<file path="config.mk">
export PLATFORM = sky130hd
export DESIGN_NAME = vga_timing_gen
export DESIGN_NICKNAME = d
export VERILOG_FILES = /design/src/rtl/vga_pkg.sv /design/src/rtl/vga_axis_counter.sv /design/src/rtl/vga_timing_gen.sv
export SDC_FILE = /design/constraint.sdc
export NUM_CORES = 1
export LEC_CHECK = 0
export CORE_MARGIN = 4
export CORE_UTILIZATION = 50
export CTS_CLUSTER_SIZE = 10
export DETAILED_ROUTE_END_ITERATION = 8
export HOLD_SLACK_MARGIN = 0.02
export PLACE_DENSITY = 0.75
export SYNTH_ARGS = -nofsm -noshare
export SYNTH_HDL_FRONTEND = slang
export SYNTH_SLANG_ARGS = --single-unit
export TNS_END_PERCENT = 1
</file>
<file path="constraint.sdc">
create_clock -name HCLK -period 5.5 [get_ports HCLK]
set_clock_uncertainty 0.1 [all_clocks]
set_input_delay 1.1 -clock HCLK [delete_from_list [all_inputs] [get_ports HCLK]]
set_output_delay 1.1 -clock HCLK [all_outputs]
set_load 0.01 [all_outputs]
</file>
<file path="src/rtl/vga_pkg.sv">
// Shared types and default timing for the VGA raster generator.
package vga_pkg;

  typedef logic [7:0] rgb332_t;

  // 640x480@60 industry timing, in pixel ticks (horizontal) and lines (vertical)
  localparam int H_VISIBLE_DEF = 640;
  localparam int H_FP_DEF      = 16;
  localparam int H_SYNC_DEF    = 96;
  localparam int H_BP_DEF      = 48;
  localparam int V_VISIBLE_DEF = 480;
  localparam int V_FP_DEF      = 10;
  localparam int V_SYNC_DEF    = 2;
  localparam int V_BP_DEF      = 33;

  localparam rgb332_t BLACK = 8'h00;
  localparam rgb332_t GREEN = 8'h1C;

endpackage

</file>
<file path="src/rtl/vga_axis_counter.sv">
// One raster axis: wrapping position counter with visible and sync-window decode.
// Segment order along the axis is visible, front porch, sync, back porch.
module vga_axis_counter #(
  parameter  int VIS   = 640,
  parameter  int FP    = 16,
  parameter  int SYNC  = 96,
  parameter  int BP    = 48,
  localparam int TOTAL = VIS + FP + SYNC + BP,
  localparam int CW    = $clog2(TOTAL)
) (
  input  logic          clk_i,
  input  logic          rst_ni,
  input  logic          clr_i,
  input  logic          tick_i,
  output logic [CW-1:0] count_o,
  output logic          wrap_o,
  output logic          visible_o,
  output logic          sync_n_o
);
  localparam logic [CW-1:0] LAST     = CW'(TOTAL - 1);
  localparam logic [CW-1:0] VIS_END  = CW'(VIS);
  localparam logic [CW-1:0] SYNC_BEG = CW'(VIS + FP);
  localparam logic [CW-1:0] SYNC_END = CW'(VIS + FP + SYNC);

  logic [CW-1:0] count_q, count_d;

  assign wrap_o    = tick_i && (count_q == LAST);
  assign visible_o = (count_q < VIS_END);
  assign sync_n_o  = !((count_q >= SYNC_BEG) && (count_q < SYNC_END));
  assign count_o   = count_q;

  // Next position: clear dominates, otherwise advance on tick and wrap at the last position
  always_comb begin
    count_d = count_q;
    if (clr_i) begin
      count_d = '0;
    end else if (tick_i) begin
      count_d = wrap_o ? '0 : count_q + CW'(1);
    end
  end

  // Position register
  always_ff @(posedge clk_i or negedge rst_ni) begin
    if (!rst_ni) begin
      count_q <= '0;
    end else begin
      count_q <= count_d;
    end
  end

endmodule

</file>
<file path="src/rtl/vga_timing_gen.sv">
// VGA raster timing generator running at HCLK/2.
// Stage 0 (tick edge): issue a frame-buffer read for the current position and advance.
// Stage 1 (next tick edge): present sync/colour for that position; read data has
// had one HCLK to arrive, so RGB lines up with HSYNC/VSYNC one pixel tick late.
module vga_timing_gen
  import vga_pkg::*;
#(
  parameter int H_VISIBLE = H_VISIBLE_DEF,
  parameter int H_FP      = H_FP_DEF,
  parameter int H_SYNC    = H_SYNC_DEF,
  parameter int H_BP      = H_BP_DEF,
  parameter int V_VISIBLE = V_VISIBLE_DEF,
  parameter int V_FP      = V_FP_DEF,
  parameter int V_SYNC    = V_SYNC_DEF,
  parameter int V_BP      = V_BP_DEF
) (
  input  logic       HCLK,
  input  logic       HRESETn,
  input  logic       en,
  output logic [9:0] pix_x,
  output logic [8:0] pix_y,
  output logic       pix_req,
  input  rgb332_t    pix_data,
  output logic       HSYNC,
  output logic       VSYNC,
  output rgb332_t    RGB,
  output logic       vblank,
  output logic       frame_start
);
  localparam int H_CW = $clog2(H_VISIBLE + H_FP + H_SYNC + H_BP);
  localparam int V_CW = $clog2(V_VISIBLE + V_FP + V_SYNC + V_BP);

  if ((H_VISIBLE > 1024) || (V_VISIBLE > 512)) begin : g_size_check
    $error("vga_timing_gen: visible area exceeds the 1024x512 frame-buffer address space");
  end

  logic            adv;
  logic [H_CW-1:0] h_count;
  logic [V_CW-1:0] v_count;
  logic            h_wrap, h_vis, h_sync_n;
  logic            v_wrap_unused, v_vis, v_sync_n;

  logic       tick_q, tick_d;
  logic       pix_req_q, pix_req_d;
  logic [9:0] pix_x_q, pix_x_d;
  logic [8:0] pix_y_q, pix_y_d;
  // stage-0 decode carried to stage 1
  logic       hs_p_q, hs_p_d, vs_p_q, vs_p_d;
  logic       vis_p_q, vis_p_d, vbl_p_q, vbl_p_d, org_p_q, org_p_d;
  // stage-1 outputs
  logic       hsync_q, hsync_d, vsync_q, vsync_d;
  rgb332_t    rgb_q, rgb_d;
  logic       vblank_q, vblank_d, fs_q, fs_d;

  assign adv = en && tick_q;

  vga_axis_counter #(.VIS(H_VISIBLE), .FP(H_FP), .SYNC(H_SYNC), .BP(H_BP)) u_h (
    .clk_i(HCLK), .rst_ni(HRESETn), .clr_i(!en), .tick_i(adv),
    .count_o(h_count), .wrap_o(h_wrap), .visible_o(h_vis), .sync_n_o(h_sync_n)
  );

  vga_axis_counter #(.VIS(V_VISIBLE), .FP(V_FP), .SYNC(V_SYNC), .BP(V_BP)) u_v (
    .clk_i(HCLK), .rst_ni(HRESETn), .clr_i(!en), .tick_i(h_wrap),
    .count_o(v_count), .wrap_o(v_wrap_unused), .visible_o(v_vis), .sync_n_o(v_sync_n)
  );

  // Pipeline next-state: idle values while disabled, otherwise both stages move on a tick
  always_comb begin
    tick_d    = 1'b0;
    pix_req_d = 1'b0;
    pix_x_d   = pix_x_q;
    pix_y_d   = pix_y_q;
    hs_p_d    = hs_p_q;
    vs_p_d    = vs_p_q;
    vis_p_d   = vis_p_q;
    vbl_p_d   = vbl_p_q;
    org_p_d   = org_p_q;
    hsync_d   = hsync_q;
    vsync_d   = vsync_q;
    rgb_d     = rgb_q;
    vblank_d  = vblank_q;
    fs_d      = 1'b0;
    if (!en) begin
      hs_p_d   = 1'b1;
      vs_p_d   = 1'b1;
      vis_p_d  = 1'b0;
      vbl_p_d  = 1'b0;
      org_p_d  = 1'b0;
      hsync_d  = 1'b1;
      vsync_d  = 1'b1;
      rgb_d    = BLACK;
      vblank_d = 1'b0;
    end else begin
      tick_d = !tick_q;
      if (tick_q) begin
        pix_req_d = h_vis && v_vis;
        if (h_vis && v_vis) begin
          pix_x_d = 10'(h_count);
          pix_y_d = 9'(v_count);
        end
        hs_p_d   = h_sync_n;
        vs_p_d   = v_sync_n;
        vis_p_d  = h_vis && v_vis;
        vbl_p_d  = !v_vis;
        org_p_d  = (h_count == '0) && (v_count == '0);
        hsync_d  = hs_p_q;
        vsync_d  = vs_p_q;
        rgb_d    = vis_p_q ? pix_data : BLACK;
        vblank_d = vbl_p_q;
        fs_d     = org_p_q;
      end
    end
  end

  // Pipeline registers
  always_ff @(posedge HCLK or negedge HRESETn) begin
    if (!HRESETn) begin
      tick_q    <= 1'b0;
      pix_req_q <= 1'b0;
      pix_x_q   <= '0;
      pix_y_q   <= '0;
      hs_p_q    <= 1'b1;
      vs_p_q    <= 1'b1;
      vis_p_q   <= 1'b0;
      vbl_p_q   <= 1'b0;
      org_p_q   <= 1'b0;
      hsync_q   <= 1'b1;
      vsync_q   <= 1'b1;
      rgb_q     <= BLACK;
      vblank_q  <= 1'b0;
      fs_q      <= 1'b0;
    end else begin
      tick_q    <= tick_d;
      pix_req_q <= pix_req_d;
      pix_x_q   <= pix_x_d;
      pix_y_q   <= pix_y_d;
      hs_p_q    <= hs_p_d;
      vs_p_q    <= vs_p_d;
      vis_p_q   <= vis_p_d;
      vbl_p_q   <= vbl_p_d;
      org_p_q   <= org_p_d;
      hsync_q   <= hsync_d;
      vsync_q   <= vsync_d;
      rgb_q     <= rgb_d;
      vblank_q  <= vblank_d;
      fs_q      <= fs_d;
    end
  end

  assign pix_req     = pix_req_q;
  assign pix_x       = pix_x_q;
  assign pix_y       = pix_y_q;
  assign HSYNC       = hsync_q;
  assign VSYNC       = vsync_q;
  assign RGB         = rgb_q;
  assign vblank      = vblank_q;
  assign frame_start = fs_q;

endmodule
</file>
======== After elaboration in Yosys (flattened, before gate mapping) ========
Cells that the tools add are included.
storage, ports and cells
  ROM bits ................................ 0
  memories ................................ 0
  output and inout port bits .............. 32
  bits in latches ......................... 0
  RAM bits ................................ 0
  bits in registers ....................... 58
  word-level logic and storage cells ...... 73
cells by class
  add/subtract/negate cells ............... 2
  magnitude comparators ................... 6
  divide/modulo/power cells ............... 0
  equal/unequal tests ..................... 5
  reduce and logical (&&, ||, !) cells .... 14
  muxes and demuxes ....................... 30
  shifts and indexed selects .............. 0
  bitwise gates (word level) .............. 0
  multipliers ............................. 0
operators by type and width
  kind                                                                     number
  10-bit two-way mux                                                       6
  8-bit two-way mux                                                        3
  1-bit two-way mux                                                        21
  10-bit by 1-bit adder with 10-bit output (second input constant)         2
  10-bit equality test (second input constant)                             2
  10-bit logical NOT                                                       2
  10-bit < comparator (second input constant)                              2
  10-bit by 9-bit < comparator with 1-bit output (second input constant)   2
  10-bit >= comparator (second input constant)                             1
  10-bit by 9-bit >= comparator with 1-bit output (second input constant)  1
  1-bit logical AND                                                        7
  2-bit by 1-bit != test with 1-bit output (second input constant)         3
  1-bit logical NOT                                                        4
  3-bit AND reduction                                                      1

======== Logic depth before layout (Yosys ltp) ========
Gate-level depths: netlist (run 1).
  depth in word-level cells ............... 6
  gate-level depth with buffers ........... 7
  gate-level depth less buffers ........... 6

======== Modules after synthesis ========
Synthesis (run 1) repeated with hierarchy kept, for this count alone.
unflattened totals
  cell total of the unflattened synthesis .. 247
  area, all modules ....................... 2793.9 sq um
modules (own cells, without submodules)
  module                   area each (sq um)  seq. area each (sq um)  times used  cells an instance
  vga_timing_gen           1596.5             955.9                   1           118
  vga_axis_counter at u_h  605.6              250.2                   1           67
  vga_axis_counter at u_v  591.8              250.2                   1           62

======== Worst setup path before layout (run 1) ========
OpenSTA, ideal clock, no wires.
  kind .................................... in2reg
  start ................................... input port en
  end ..................................... register pix_x_q[1] (netlist: pix_x[1])
  data arrival time ....................... 2.082 ns
  slack ................................... 3.194 ns
  stages .................................. 5
  cells stage by stage .................... nand2_1 nor2_1 nand3_1 buf_1 mux2_2
between the ends
  word-level cells in the longest chain between the ends .. 1
RTL lines
  item                                  line                   text
  start, declared                       vga_timing_gen.sv:19   input logic en,
  3-bit AND reduction (no source line)  n/a
  end signal, assigned                  vga_timing_gen.sv:135  pix_x_q <= pix_x_d;
  end, declared                         vga_timing_gen.sv:45   logic [9:0] pix_x_q, pix_x_d;
No other way between the ends.
A chain may end at the register's enable or synchronous reset.

======== Worst setup path in the final report (run 1) ========
Same ends and word-level chain as after synthesis.

==> out/metrics.yaml, run 1 <==
cp.required_ns: 5.60
port-buffer-count: 42
grt_max_degree: 59
worst-r2r-cell-count: 4
startpoint: "en"
powerDensity_nw_per_um2: 249
h-tree-depth: 3
final_nets: 299
antennaDiodeCount: 0
vias: 1988
track_usage_pct: 18.5
timing.final.crit_share_pct: 63.8
ys.flop_type: "dfrtp_1"
mostFrequentLayoutCell: "dfrtp_1"
path_clk_slew_ns: 0.06
r2r_slack_ns: 2.63
cp_num_buf_inv: 1
synth_top_area_share_pct: 48.7
antenna_found_initial: 0
finalSetupViolCount: 0
worst_path_dominant_cell_family: "simple AND/OR/NAND/NOR gates"
vias_per_cell: 5.55
synthTopCellsByArea: "dfrtp_1 (49%), mux2_2 (8.1%), o31ai_4 (3.8%), dfstp_2 (3.8%), nor2_1 (2.6%)"
synthArstFlopShare_pct: 100
ant_nets: 0
grt_pass1_wl_um: 9490
synthToLayoutAreaGrowth_pct: 21.5
clock-sinks: 58
grt_overflow: 0
layout_common_cells: "dfrtp_1 (54), clkdlybuf4s50_1 (41), mux2_2 (20)"
rsz0062_at_grt: "no"
drv_slew: 0
post-route-min-period_ns: 3.51
pre_cts_ws_ns: 1.66
cts_buffers: 9
finalSetupTns_ns: 0
cts_tree: "done"
synth_edf_count: 0
p_total_w: 0.000840
gp_congestion: 0.804
cts_hold_buf: 0
syn_area_sq_um: 2780
worstHoldStart: "vis_p_q$_DFFE_PN0N_"
ir_drop_mv: 0.194
drcViolationCount: 0
worstPathCellList: "clkdlybuf4s50_1 -> nand2_1 -> nor2_1 -> nand3_1 -> mux2_2"
syn_inst: 245
cp-start-kind: "input pin"
dr.pass1.iters: 4
worstSetupEndpointType: "register"
io_pins: 43
cts-root-buf: "clkbuf_8"
critical_path.max_fanout: 21
worst_slack_ns: 1.99
die-height_um: 82.5
wl_per_cell_um: 15.5
holdCritPathClass: "register to register"
hold_slack_ns: 0.385
synth_area_leader_cell: "dfrtp_1"
die_area_sq_um: 6810
postCtsSetupRepairBufs: 0
die-width_um: 82.5
path_class: "input pin to register"
synth_cell_types: 45
slowest_delay_ns: 0.79
wl_um: 5540
min_path_cells: 2
grt_pass1_vias: 1945
final_cell_count_no_fill: 358
core-area_sq_um: 5240
hold_viol: 0
relSlewSlack_pct: 25.9
leakagePower_nw: 1.50
outcome: "finished clean"
clk_path_buf_depth: 2
ys_ff_latch: 58
rows: 26
min_to: "vis_p_q$_DFFE_PN0N_"
syn_nets: 261
timing.rr.start: "tick_q$_DFF_PN0_"
drt_iter0_markers: 126
max_freq_mhz: 285
crit_arrival_ns: 3.61
synth.avg_cell_area_sq_um: 11.3
cts_resized: 0
start_util_pct: 53.0
tightest_slew_ns: 1.11
slowest_stage: "nand3_1"
final_layout_size_suffix_gt1_share_pct: 17.0
yosysSeqAreaShare_pct: 52.5
post-dp-hpwl_um: 3730
max_cap_violations: 0
fillers: 411
clock_latency_ns: 0.32
reg2reg_to: "pix_x[1]$_DFFE_PN0P_"
synth_warnings: 0
dp.cells: 342
## cells by family after synthesis
logic type                 after synthesis  share of synthesized area [%]
DFF                                     58                           52.5
adders and majority gates                5                           2.25
muxes                                   24                           9.55
buffers and inverters                   26                           4.19
AOI/OAI and AO/OA                       38                           11.5
xor gates and xnor gates                 6                           1.89
and+or+nand+nor                         88                           18.2
## state kept, by name (all words and copies together), names as in the netlist, 8 cells and up
name	count
RGB	8
pix_x	10
pix_y	9
u_h.count_o	10
u_v.count_o	10
## area by class of cell
type	instances	area, sq um	share of cell area [%]
multi-input cells	161	1200	35.7
inverters	10	37.5	1.11
flip-flops and latches	58	1460	43.2
repair buffers	43	423	12.5
clock buffers	13	149	4.42
clock inverters	3	15.0	0.445
well taps	70	87.6	2.60
## where the power goes
group | switching, W | total [W] | internal, W | leakage [nW]
combinational | 0.0000328 | 0.0000637 | 0.0000309 | 0.626
clock | 0.000153 | 0.000327 | 0.000174 | 0.0872
sequential | 0.0000117 | 0.000450 | 0.000438 | 0.787
total | 0.000198 | 0.000840 | 0.000643 | 1.50
## worst max path at each step
stage,end,cells after the start
2_1_floorplan,pix_x[1]$_DFFE_PN0P_,5
5_1_grt,pix_x[1]$_DFFE_PN0P_,5
3_3_place_gp,pix_y[4]$_DFFE_PN0P_,5
4_1_cts,pix_x[1]$_DFFE_PN0P_,5
6_report,pix_x[1]$_DFFE_PN0P_,5
3_5_place_dp,pix_x[1]$_DFFE_PN0P_,5
## through the flow
stage               util, %  instance area, sq um
floorplan                 -                  2780
global placement       61.3                  3210
detailed placement     61.3                  3210
CTS                    64.4                  3370
global route           64.4                  3370
finish                 64.4                  3370
## tightest hold or removal path: stages, from the launching register on
cell and delay, ns:
dfrtp_1 0.34, nand2_1 0.06, nand2_1 0.06
## synthesized netlist by cell type (4+ instances only)
| library cell | number |
|---|---|
| ha_1 | 5 |
| o21ai_0 | 7 |
| o31ai_4 | 5 |
| nand3_1 | 9 |
| dfrtp_1 | 54 |
| a21oi_1 | 9 |
| xor2_1 | 5 |
| and3_1 | 6 |
| o211ai_1 | 5 |
| mux2i_1 | 4 |
| nor2b_1 | 8 |
| clkbuf_1 | 9 |
| nand4_1 | 8 |
| dfstp_2 | 4 |
| inv_1 | 10 |
| and4_1 | 4 |
| nor2_1 | 19 |
| nand2_1 | 17 |
| mux2_2 | 20 |
## layer usage
layer  wire length, um  share of wire, %  track usage, %
met2              2500                45            27.2
met4                65               1.2            6.05
met5                 0                 0               0
met1              2640                48            25.9
met3               325               5.9            6.18
Power figures use the tool's default switching activity.
==> run 2: changes to the inputs <==
==> constraint.sdc (replaced) <==
create_clock -name HCLK -period 3.3 [get_ports HCLK]
set_clock_uncertainty 0.1 [all_clocks]
set_input_delay 0.66 -clock HCLK [delete_from_list [all_inputs] [get_ports HCLK]]
set_output_delay 0.66 -clock HCLK [all_outputs]
set_load 0.01 [all_outputs]
==> out/metrics.yaml, run 2 (synthesis gave the netlist of run 1 again) <==
multi_input_area_sq_um: 1200
die_area_sq_um: 6810
cp_num_buf_inv: 0
cp.required_ns: 3.43
ant_nets: 0
cts_buffers: 9
wl_um: 5470
rows: 26
post-route-min-period_ns: 2.30
final_layout_size_suffix_gt1_share_pct: 18.2
antennaDiodeCount: 0
drv_slew: 0
cts_hold_buf: 0
die-height_um: 82.5
crit_arrival_ns: 2.43
worst_path_dominant_cell_family: "simple AND/OR/NAND/NOR gates"
grt_pass1_wl_um: 9430
post-route-util_pct: 65.0
final_nets: 303
holdCritPathClass: "input pin to async pin"
start_util_pct: 53.0
cp-start-kind: "register"
die-width_um: 82.5
cts_tree: "done"
mostFrequentLayoutCell: "dfrtp_1"
relSlewSlack_pct: 53.1
hold_viol: 0
ir_drop_mv: 0.245
ff_latch_area_sq_um: 1460
max_cap_violations: 0
slowest_stage: "or3_1"
vias_per_cell: 5.53
track_usage_pct: 18.4
slowest_delay_ns: 0.61
post-dp-hpwl_um: 3760
gp_congestion: 0.861
leakagePower_nw: 1.52
cts_resized: 0
path_class: "register to register"
clock-sinks: 58
max_freq_mhz: 435
worstPathCellList: "nor4b_4 -> nand4_4 -> or3_1 -> o31ai_4"
fillers: 418
outcome: "finished clean"
vias: 2001
worstSetupEndpointType: "register"
finalSetupTns_ns: 0
p_total_w: 0.00140
clk_path_buf_depth: 2
dr.pass1.iters: 4
synthToLayoutAreaGrowth_pct: 22.5
layout_common_cells: "dfrtp_1 (54), clkdlybuf4s50_1 (41), mux2_2 (20)"
rsz0062_at_grt: "no"
timing.final.crit_share_pct: 69.7
tightest_slew_ns: 0.703
path_clk_slew_ns: 0.06
critical_path.max_fanout: 9
finalSetupViolCount: 0
grt_pass1_vias: 1924
io_pins: 43
port-buffer-count: 42
clock_latency_ns: 0.32
cts-root-buf: "clkbuf_8"
drcViolationCount: 0
h-tree-depth: 3
core-area_sq_um: 5240
drt_iter0_markers: 111
wl_per_cell_um: 15.1
grt_max_degree: 59
postCtsSetupRepairBufs: 0
grt_overflow: 0
powerDensity_nw_per_um2: 413
antenna_found_initial: 0
run 2: cell count changes in the layout (fill, tap and decap cells not counted), sizes merged:
cell  change
buf       +4
run 2: stage by stage:
stage          instances  cell area, sq um  hold slack (ns)  setup WS [ns]
2_1_floorplan        245              2780            0.264           1.39
3_3_place_gp         346              3240            0.359          0.748
3_5_place_dp         346              3240            0.371          0.722
4_1_cts              362              3400            0.385           1.01
5_1_grt              362              3400            0.418          0.821
6_report             362              3400            0.360           1.00
run 2: final timing paths:
| path | from | end | slack (ns) | cells past startpoint |
|---|---|---|---|---|
| min in group HCLK | vis_p_q$_DFFE_PN0N_ | vis_p_q$_DFFE_PN0N_ | 0.38 | 2 |
| worst max register to register | u_h.count_o[5]$_DFFE_PN0P_ | u_v.count_o[4]$_DFFE_PN0P_ | 1.00 | 4 |
| worst max-delay path | u_h.count_o[5]$_DFFE_PN0P_ | u_v.count_o[4]$_DFFE_PN0P_ | 1.00 | 4 |
| worst min-delay path | HRESETn | pix_x[4]$_DFFE_PN0P_ | 0.36 | 2 |
| worst min register to register | vis_p_q$_DFFE_PN0N_ | vis_p_q$_DFFE_PN0N_ | 0.38 | 2 |
| max in group asynchronous | HRESETn | pix_y[7]$_DFFE_PN0P_ | 2.26 | 2 |
run 2: power breakdown:
part	switching (W)	internal [W]
Combinational	0.0000613	0.0000543
Clock	0.000255	0.000290
Sequential	0.0000133	0.000730
Total	0.000330	0.00107
run 2: final cells by class:
type | instances | area share (%)
Clock inverter | 3 | 0.441
Timing Repair Buffer | 47 | 13.3
Sequential cell | 58 | 42.8
Inverter | 10 | 1.10
Multi-Input combinational cell | 161 | 35.4
Tap cell | 70 | 2.57
Clock buffer | 13 | 4.38
run 2: per-layer routing:
layer | track usage (%) | vias up | wire length (um)
li1 | - | 962 | -
met1 | 25.5 | 969 | 2630
met4 | 8.82 | 0 | 99
met2 | 27.7 | 61 | 2450
met5 | 0 | - | 0
met3 | 3.69 | 9 | 293
==> run 3: changes to the inputs <==
--- a/config.mk
+++ b/config.mk
@@ -6,7 +6,7 @@
 export NUM_CORES = 1
 export LEC_CHECK = 0
 export CORE_MARGIN = 4
-export CORE_UTILIZATION = 50
+export CORE_UTILIZATION = 48
 export CTS_CLUSTER_SIZE = 10
 export DETAILED_ROUTE_END_ITERATION = 8
 export HOLD_SLACK_MARGIN = 0.02
==> constraint.sdc (replaced) <==
create_clock -name HCLK -period 2 [get_ports HCLK]
set_clock_uncertainty 0.1 [all_clocks]
set_input_delay 0.4 -clock HCLK [delete_from_list [all_inputs] [get_ports HCLK]]
set_output_delay 0.4 -clock HCLK [all_outputs]
set_load 0.01 [all_outputs]
==> out/metrics.yaml, run 3 (synthesis gave the netlist of run 1 again) <==
outcome: "finished clean"
gp_congestion: 0.846
leakagePower_nw: 1.68
vias: 2117
clk_path_buf_depth: 2
mostFrequentLayoutCell: "dfrtp_1"
worstPathCellList: "clkdlybuf4s50_1"
rows: 27
layout_common_cells: "dfrtp_1 (54), clkdlybuf4s50_1 (41), buf_4 (28)"
rsz0062_at_grt: "no"
tightest_slew_ns: 0.428
h-tree-depth: 3
grt_max_degree: 59
dr.pass1.iters: 4
timing.rr.start: "u_v.count_o[0]$_DFFE_PN0P_"
track_usage_pct: 18.1
post-dp-hpwl_um: 4120
die_area_sq_um: 7070
cts-root-buf: "clkbuf_8"
worstSetupEndpointType: "primary output"
relSlewSlack_pct: 71.5
dr_wl_met3_um: 217
io_pins: 43
fillers: 456
post-route-min-period_ns: 1.90
grt_pass1_vias: 2156
start_util_pct: 49.8
timing.final.crit_share_pct: 94.8
vias_per_cell: 5.41
final_cell_count_no_fill: 391
dp.cells: 373
final_nets: 330
cp.required_ns: 1.50
stdcell_area_sq_um: 3660
clock_latency_ns: 0.33
placed_cell_area_sq_um: 3470
max_freq_mhz: 528
die-width_um: 84.1
path_class: "register to primary output"
highest_layer: "met4"
worst-r2r-cell-count: 7
path_clk_slew_ns: 0.06
clock-sinks: 58
port-buffer-count: 42
cp-start-kind: "register"
wl_per_cell_um: 14.8
die-height_um: 84.1
antenna_found_initial: 0
drt_iter0_markers: 113
multi_input_area_sq_um: 1210
worstHoldStart: "vis_p_q$_DFFE_PN0N_"
core-area_sq_um: 5570
min_path_cells: 2
grt_pass1_wl_um: 10200
drcViolationCount: 0
slowest_delay_ns: 0.54
finalSetupViolCount: 0
r2r_slack_ns: 0.12
crit_arrival_ns: 1.40
cts_tree: "done"
worst_path_dominant_cell_family: "buffers and inverters"
wl_um: 5770
pre_cts_ws_ns: -0.0298
wl_met2_um: 2750
cp_num_buf_inv: 1
min_to: "vis_p_q$_DFFE_PN0N_"
grt_overflow: 0
worst_slack_ns: 0.104
wl_met1_um: 2700
holdCritPathClass: "register to register"
finalSetupTns_ns: 0
powerDensity_nw_per_um2: 650
ant_nets: 0
ir_drop_mv: 0.452
hold_viol: 0
slowest_stage: "clkdlybuf4s50_1"
final_layout_size_suffix_gt1_share_pct: 25.4
reg2reg_to: "u_v.count_o[7]$_DFFE_PN0P_"
cts_buffers: 9
critical_path.max_fanout: 2
drv_slew: 0
synthToLayoutAreaGrowth_pct: 31.8
max_cap_violations: 0
antennaDiodeCount: 0
ff_latch_area_sq_um: 1460
run 3: cell types whose count changed in the layout (fill, tap and decap cells not counted), sizes merged:
cell | previous run | this run
dlygate4sd3 | 0 | 1
buf | 6 | 32
run 3: metal layers:
| layer | global-route usage (%) | vias up |
|---|---|---|
| met2 | 27.9 | 45 |
| met4 | 7.02 | 0 |
| li1 | - | 1014 |
| met5 | 0 | - |
| met3 | 5.13 | 8 |
| met1 | 24.1 | 1050 |
run 3: power by group:
group | switching [W] | internal (W) | total [W] | leakage, nW
Sequential | 0.0000163 | 0.00120 | 0.00122 | 0.787
Clock | 0.000425 | 0.000511 | 0.000936 | 0.0932
Combinational | 0.000112 | 0.000110 | 0.000222 | 0.797
Total | 0.000554 | 0.00183 | 0.00238 | 1.68
run 3: how the worst max path moves through the flow:
stage	startpoint	endpoint	slack [ns]	depth (start not counted)
2_1_floorplan	u_h.count_o[5]$_DFFE_PN0P_	u_v.count_o[7]$_DFFE_PN0P_	0.09	6
3_3_place_gp	en	u_v.count_o[3]$_DFFE_PN0P_	-0.02	6
6_report	HSYNC$_DFFE_PN1N_	HSYNC	0.10	1
3_5_place_dp	en	pix_y[1]$_DFFE_PN0P_	-0.03	6
4_1_cts	u_v.count_o[0]$_DFFE_PN0P_	u_v.count_o[7]$_DFFE_PN0P_	0.05	7
5_1_grt	u_h.count_o[1]$_DFFE_PN0P_	u_v.count_o[7]$_DFFE_PN0P_	0.008	6
run 3: area by class of cell:
cell class                      instances  share of cell area, %
Sequential cell                        58                   39.8
Tap cell                               72                   2.46
Multi-Input combinational cell        161                   33.0
Clock buffer                           13                   4.34
Timing Repair Buffer                   74                   19.0
Inverter                               10                   1.03
Clock inverter                          3                  0.410
run 3: what timing repair did:
| item | 4_1_cts | 5_1_grt |
|---|---|---|
| setup endpoints to repair | 0 | 3 |
| hold buffers | 1 | 0 |
| endpoints found under the hold margin | 54 | 0 |
| resized for setup | 0 | 1 |
| buffers inserted | 0 | 1 |
run 3: stage by stage:
stage                     util, %  hold slack, ns  power, W
after floorplan                 -         0.00441   0.00134
after global placement       62.2           0.320   0.00146
after detailed placement     62.2           0.323   0.00147
after CTS                    65.5           0.373   0.00242
after global routing         65.7           0.415   0.00250
final                        65.7           0.369   0.00238
